===== src/rtl/s1_irq_ctrl_rr_pkg.sv =====
// Shared definitions for the S1 interrupt controller: default sizing and FSM encoding.
package s1_irq_ctrl_rr_pkg;

  localparam int IRQ_N_DEFAULT    = 64;
  localparam int IRQ_ID_W_DEFAULT = 6;

  typedef enum logic {
    ST_IDLE    = 1'b0,
    ST_PRESENT = 1'b1
  } irq_state_e;

endpackage


===== src/rtl/s1_irq_rr_arbiter.sv =====
// Combinational arbiter: lowest requesting index at or above the start point, else lowest overall.
module s1_irq_rr_arbiter #(
  parameter int N    = 64,
  parameter int ID_W = 6,
  parameter int RR   = 1
) (
  input  logic [N-1:0]    req,
  input  logic [ID_W-1:0] last,
  output logic            any,
  output logic [ID_W-1:0] winner
);

  logic [ID_W-1:0] start;
  logic            hi_any;
  logic            lo_any;
  logic [ID_W-1:0] hi_id;
  logic [ID_W-1:0] lo_id;

  // Explicit wrap so non-power-of-2 N never points past the last line.
  always_comb begin
    if (RR == 0) begin
      start = '0;
    end else if (last == ID_W'(N - 1)) begin
      start = '0;
    end else begin
      start = last + 1'b1;
    end
  end

  // Scanning downwards leaves the lowest qualifying index in each pass.
  always_comb begin
    hi_any = 1'b0;
    lo_any = 1'b0;
    hi_id  = '0;
    lo_id  = '0;
    for (int i = N - 1; i >= 0; i--) begin
      if (req[i]) begin
        lo_any = 1'b1;
        lo_id  = ID_W'(i);
        if (i >= int'(start)) begin
          hi_any = 1'b1;
          hi_id  = ID_W'(i);
        end
      end
    end
  end

  assign any    = lo_any;
  assign winner = hi_any ? hi_id : lo_id;

endmodule


===== src/rtl/s1_irq_ctrl_rr.sv =====
// S1 interrupt controller: synchronises IRQ lines, tracks edge/level pending state and
// presents one arbitrated source ID at a time until the bridge acknowledges it.
module s1_irq_ctrl_rr
  import s1_irq_ctrl_rr_pkg::*;
#(
  parameter int N_IRQ       = IRQ_N_DEFAULT,
  parameter int ID_W        = IRQ_ID_W_DEFAULT,
  parameter int SYNC_STAGES = 2,
  parameter int RR_PRIO     = 1
) (
  input  logic             sys_clock_i,
  input  logic             sys_reset_n_i,
  input  logic [N_IRQ-1:0] sys_irq_i,
  input  logic [N_IRQ-1:0] cfg_mask_i,
  input  logic [N_IRQ-1:0] cfg_edge_i,
  input  logic             irq_ack_i,
  output logic             irq_valid_o,
  output logic [ID_W-1:0]  irq_source_o,
  output logic [N_IRQ-1:0] irq_pending_o
);

  logic [N_IRQ-1:0] sync_q [SYNC_STAGES];
  logic [N_IRQ-1:0] sync;
  logic [N_IRQ-1:0] prev;
  logic [N_IRQ-1:0] edge_q;
  logic [N_IRQ-1:0] pend;
  logic [N_IRQ-1:0] blk;
  logic [N_IRQ-1:0] rise;
  logic [N_IRQ-1:0] mode_chg;
  logic [N_IRQ-1:0] ack_hit;
  logic [N_IRQ-1:0] blk_n;
  logic [N_IRQ-1:0] pend_n;
  logic [N_IRQ-1:0] eligible;
  logic [ID_W-1:0]  last;
  logic             arb_any;
  logic [ID_W-1:0]  arb_id;
  logic             ack_ok;
  irq_state_e       state;

  // Stage boundary: input synchroniser chain followed by the edge-detect flop.
  always_ff @(posedge sys_clock_i or negedge sys_reset_n_i) begin
    if (!sys_reset_n_i) begin
      for (int s = 0; s < SYNC_STAGES; s++) sync_q[s] <= '0;
      prev   <= '0;
      edge_q <= '0;
    end else begin
      sync_q[0] <= sys_irq_i;
      for (int s = 1; s < SYNC_STAGES; s++) sync_q[s] <= sync_q[s-1];
      prev   <= sync;
      edge_q <= cfg_edge_i;
    end
  end

  assign sync = sync_q[SYNC_STAGES-1];

  // An edge event arriving on the ack cycle survives the clear; level lines stay blocked
  // until they drop, so a held level fires once per assertion.
  always_comb begin
    ack_ok   = (state == ST_PRESENT) && irq_ack_i;
    ack_hit  = (N_IRQ'(1) << irq_source_o) & {N_IRQ{ack_ok}};
    rise     = sync & ~prev;
    mode_chg = cfg_edge_i ^ edge_q;
    blk_n    = (blk | ack_hit) & sync & ~cfg_edge_i & ~mode_chg;
    pend_n   = ((cfg_edge_i & ((pend & ~ack_hit) | rise)) |
                (~cfg_edge_i & sync & ~blk_n)) & ~mode_chg;
  end

  // Stage boundary: pending and level-block state.
  always_ff @(posedge sys_clock_i or negedge sys_reset_n_i) begin
    if (!sys_reset_n_i) begin
      pend <= '0;
      blk  <= '0;
    end else begin
      pend <= pend_n;
      blk  <= blk_n;
    end
  end

  assign eligible      = pend & ~cfg_mask_i;
  assign irq_pending_o = pend;

  s1_irq_rr_arbiter #(
    .N    (N_IRQ),
    .ID_W (ID_W),
    .RR   (RR_PRIO)
  ) u_arb (
    .req    (eligible),
    .last   (last),
    .any    (arb_any),
    .winner (arb_id)
  );

  // Stage boundary: presentation FSM; the ID is held until acked regardless of later masking.
  always_ff @(posedge sys_clock_i or negedge sys_reset_n_i) begin
    if (!sys_reset_n_i) begin
      state        <= ST_IDLE;
      irq_valid_o  <= 1'b0;
      irq_source_o <= '0;
      last         <= ID_W'(N_IRQ - 1);
    end else begin
      case (state)
        ST_IDLE: begin
          if (arb_any) begin
            irq_source_o <= arb_id;
            irq_valid_o  <= 1'b1;
            state        <= ST_PRESENT;
          end
        end
        ST_PRESENT: begin
          if (irq_ack_i) begin
            last        <= irq_source_o;
            irq_valid_o <= 1'b0;
            state       <= ST_IDLE;
          end
        end
        default: begin
          irq_valid_o <= 1'b0;
          state       <= ST_IDLE;
        end
      endcase
    end
  end

endmodule


===== config.mk =====
export PLATFORM = sky130hd
export DESIGN_NAME = s1_irq_ctrl_rr
export DESIGN_NICKNAME = d
export VERILOG_FILES = /design/src/rtl/s1_irq_ctrl_rr_pkg.sv /design/src/rtl/s1_irq_rr_arbiter.sv /design/src/rtl/s1_irq_ctrl_rr.sv
export SDC_FILE = /design/constraint.sdc
export NUM_CORES = 1
export LEC_CHECK = 0
export CAP_MARGIN = 20
export CORE_MARGIN = 1
export CORE_UTILIZATION = 42
export DETAILED_ROUTE_END_ITERATION = 16
export GPL_TIMING_DRIVEN = 0
export SYNTH_ARGS = -nofsm -noshare
export SYNTH_HDL_FRONTEND = slang
export SYNTH_SLANG_ARGS = --single-unit
export TNS_END_PERCENT = 50

===== constraint.sdc =====
create_clock -name sys_clock_i -period 4.3 [get_ports sys_clock_i]
set_clock_uncertainty 0.1 [all_clocks]
set_input_delay 0.43 -clock sys_clock_i [delete_from_list [all_inputs] [get_ports sys_clock_i]]
set_output_delay 0.43 -clock sys_clock_i [all_outputs]
set_load 0.005 [all_outputs]

==> results.py <==
metrics = {
    "worst_setup_path": {
        "critPathBufInv": 3,
        "end_kind": "flop",
        "cp_cell_sequence": "buf_2, buf_4, inv_1, ha_1, and3b_1, mux2i_2, or3_1, o31ai_1, o311ai_0, nand3_1, a21oi_1, o221ai_1, a211o_1, a31oi_1",
        "worst-path-max-fanout": 10,
        "critPathKind": "reg -> reg",
        "critPathSlowestCell": "mux2i_2",
        "cpLargestDelayFamily": "compound AO/OA/AOI/OAI gates",
        "crit_arrival_ps": 4550,
        "cp.required_ps": 4690,
        "cp_slowest_stage_delay_ps": 560,
        "cp-start-kind": "flop",
    },
    "clocking": {
        "clock_sinks": 398,
        "root_buffer": "clkbuf_16",
        "clk_pin_slew_ps": 60,
        "cts-buffers-inserted": 42,
        "cts_tree": "built",
        "clock_latency_ps": 600,
        "clockBufferDepth": 3,
        "cts_max_level": 2,
    },
    "yosys": {
        "syn_nets": 1803,
        "async_reset_ff_share_pct": 100.0,
        "yosysWarnings": 0,
        "ys_seq_area_share_pct": 59.11,
        "yosysUniqueCellTypes": 89,
        "synth_area_leader_cell": "dfrtp_1",
        "ys_ff_latch": 398,
        "synth.avg_cell_area_um2": 10.51,
        "synth_top_area_share_pct": 58.18,
        "synth_edf_count": 0,
        "mappedNetlistArea_um2": 16860,
        "syn_inst": 1605,
        "ys.flop_type": "dfrtp_1",
        "synthTopCellsByArea": "dfrtp_1 (58%), o21ai_0 (5.2%), nor2_1 (4.1%)",
    },
    "global_routing": {
        "grt_pass1_wl_um": 85690,
        "antenna_found_initial": 12,
        "grt_max_degree": 125,
        "grt_pass1_vias": 14020,
        "grt_remaining_overflow": 0,
        "grt_util_all_layers_pct": 27.99,
    },
    "final_layout": {
        "fillers": 3618,
        "mostFrequentLayoutCells": "dfrtp_1 (392), clkdlybuf4s50_1 (264), nor2_1 (183)",
        "fin_util_pct": 55.04,
        "layout_commonest_cell": "dfrtp_1",
        "nets": 2115,
        "layout-drive-gt1-share_pct": 7.744,
        "area_delta_synth_final_pct": 29.41,
        "design_area_um2": 21820,
    },
    "routing": {
        "via_count": 14060,
        "drcViolationCount": 0,
        "topRoutingLayerUsed": "met5",
        "drt-total-wl_um": 56800,
        "firstDrtPassIters": 5,
        "drtIter0Drc": 1123,
        "vias_per_cell": 5.668,
        "avgRoutedWirePerCell_um": 22.90,
        "final_antenna_net_count": 0,
        "route.met2.wl_um": 26150,
        "met3_length_um": 3493,
        "wl_met1_um": 25260,
    },
    "timing": {
        "period_share_pct": 96.85,
        "tightestPinTransition_ps": 1139,
        "slew_headroom_pct": 24.05,
        "timing.final.crit_period_ps": 4165,
        "finalMaxSlewViolations": 0,
        "whs_ps": 171.6,
        "hold_viol": 0,
        "setup_violations": 0,
        "rsz0062_at_grt": "no",
        "max_freq_mhz": 240.1,
    },
    "power": {
        "p_sw_share_pct": 35.12,
        "power_frac_clock_pct": 33.5,
        "p_comb_share_pct": 30.2,
        "p_sw_uw": 4015,
        "p_int_uw": 7418,
        "p_per_area_nw_per_um2": 524.0,
        "vdd_drop_max_mv": 0.3475,
        "leakage_uw": 0.009076,
        "pwr-share-seq_pct": 36.2,
    },
    "hold_path": {
        "hold_class": "in -> reg",
    },
    "floorplanning": {
        "initial_utilization_pct": 42.54,
        "dieArea_um2": 40950,
        "die_h_um": 202.4,
        "io_pins": 266,
        "die_w_um": 202.4,
        "num_rows": 73,
        "core_um2": 39640,
    },
    "run_status": {
        "outcome": "finished clean",
    },
    "flow_run": {
        "max-cap-violations": 0,
    },
    "place": {
        "portBuffers": 265,
        "place.gp.congestion": 0.9542,
        "placedInstanceArea_um2": 20260,
        "dp_hpwl_um": 43340,
    },
}
[final timing paths]
path                                 startpoint                           to  cells past startpoint  slack [ps]
min in group asynchronous         sys_reset_n_i  irq_source_o[2]$_DFFE_PN0P_                      2         260
setup / recovery            last[0]$_DFFE_PN1P_  irq_source_o[1]$_DFFE_PN0P_                     14         140
setup reg to reg            last[0]$_DFFE_PN1P_  irq_source_o[1]$_DFFE_PN0P_                     14         140
hold / removal                    sys_irq_i[49]        sync_q[113]$_DFF_PN0_                      1         170
max in group asynchronous         sys_reset_n_i            blk[36]$_DFF_PN0_                      4        2420
hold reg to reg            sync_q[92]$_DFF_PN0_           sync[28]$_DFF_PN0_                      0         240
[state kept, by name, indices dropped and copies added (netlist names)]
signal,count
last,6
irq_source_o,6
sync_q,64
irq_pending_o,64
irq_valid_o,1
edge_q,64
blk,64
sync,64
prev,64
state,1
[synth_stat cells (48+ instances only)]
cell      instances
dfrtp_1         392
nor2_1          183
o21ai_0         175
nand3_1          82
nand2_1          79
inv_1            74
nor4_1           63
nor2b_1          57
nand2b_1         55
o41ai_1          50
a21oi_1          48
[metal layers]
metal  up-vias  global-route usage [%]
met5         -                       0
met4        10                   10.45
met3       106                   5.353
met2       478                   43.84
met1      6995                   38.63
li1       6468                       -
[kinds of logic after synthesis]
family | after synthesis | share of synthesized area (%)
and+or+nand+nor | 629 | 19.43
buffers and inverters | 118 | 3.117
DFF | 398 | 59.11
AOI/OAI and AO/OA | 442 | 17.21
muxes | 6 | 0.3933
adders and majority gates | 4 | 0.2820
xor gates and xnor gates | 8 | 0.4601
[final cells by class]
class,instances,area (µm²),share of cell area (%)
Inverter,77,289.0,1.325
Clock buffer,58,1212,5.556
Antenna cell,5,12.51,0.05734
Sequential cell,398,9967,45.68
Tap cell,525,656.9,3.010
Timing Repair Buffer,269,2750,12.60
Buffer,40,232.7,1.067
Clock inverter,19,281.5,1.290
Multi-Input combinational cell,1089,6417,29.41
[power groups by stage]
stage	Sequential, µW	Combinational, µW	Clock, µW
global placement	4210	3350	0
finish	4140	3450	3830
floorplan	4160	1850	0
CTS	4150	3380	3920
global route	4170	3660	4070
detailed placement	4210	3340	0
[through the flow]
stage | std cells | power (µW) | TNS (ps) | worst slack, ps
final | 2480 | 11430 | 0 | 135.3
after global routing | 2476 | 11910 | 0 | 19.72
after CTS | 2476 | 11440 | 0 | 0.5427
after detailed placement | 2398 | 7555 | -235.1 | -152.8
after global placement | 2395 | 7568 | -5708750 | -14500
after floorplan | 1605 | 6016 | 0 | 1044
[repair_timing]
item,in CTS,in global routing
buffers inserted,0,0
endpoints found under the hold margin,46,0
gates resized for setup,3,8
hold buffers,1,0
endpoints found under the setup margin,4,4
pin swaps,0,0
Note: power is estimated with default switching activity, not from simulation.
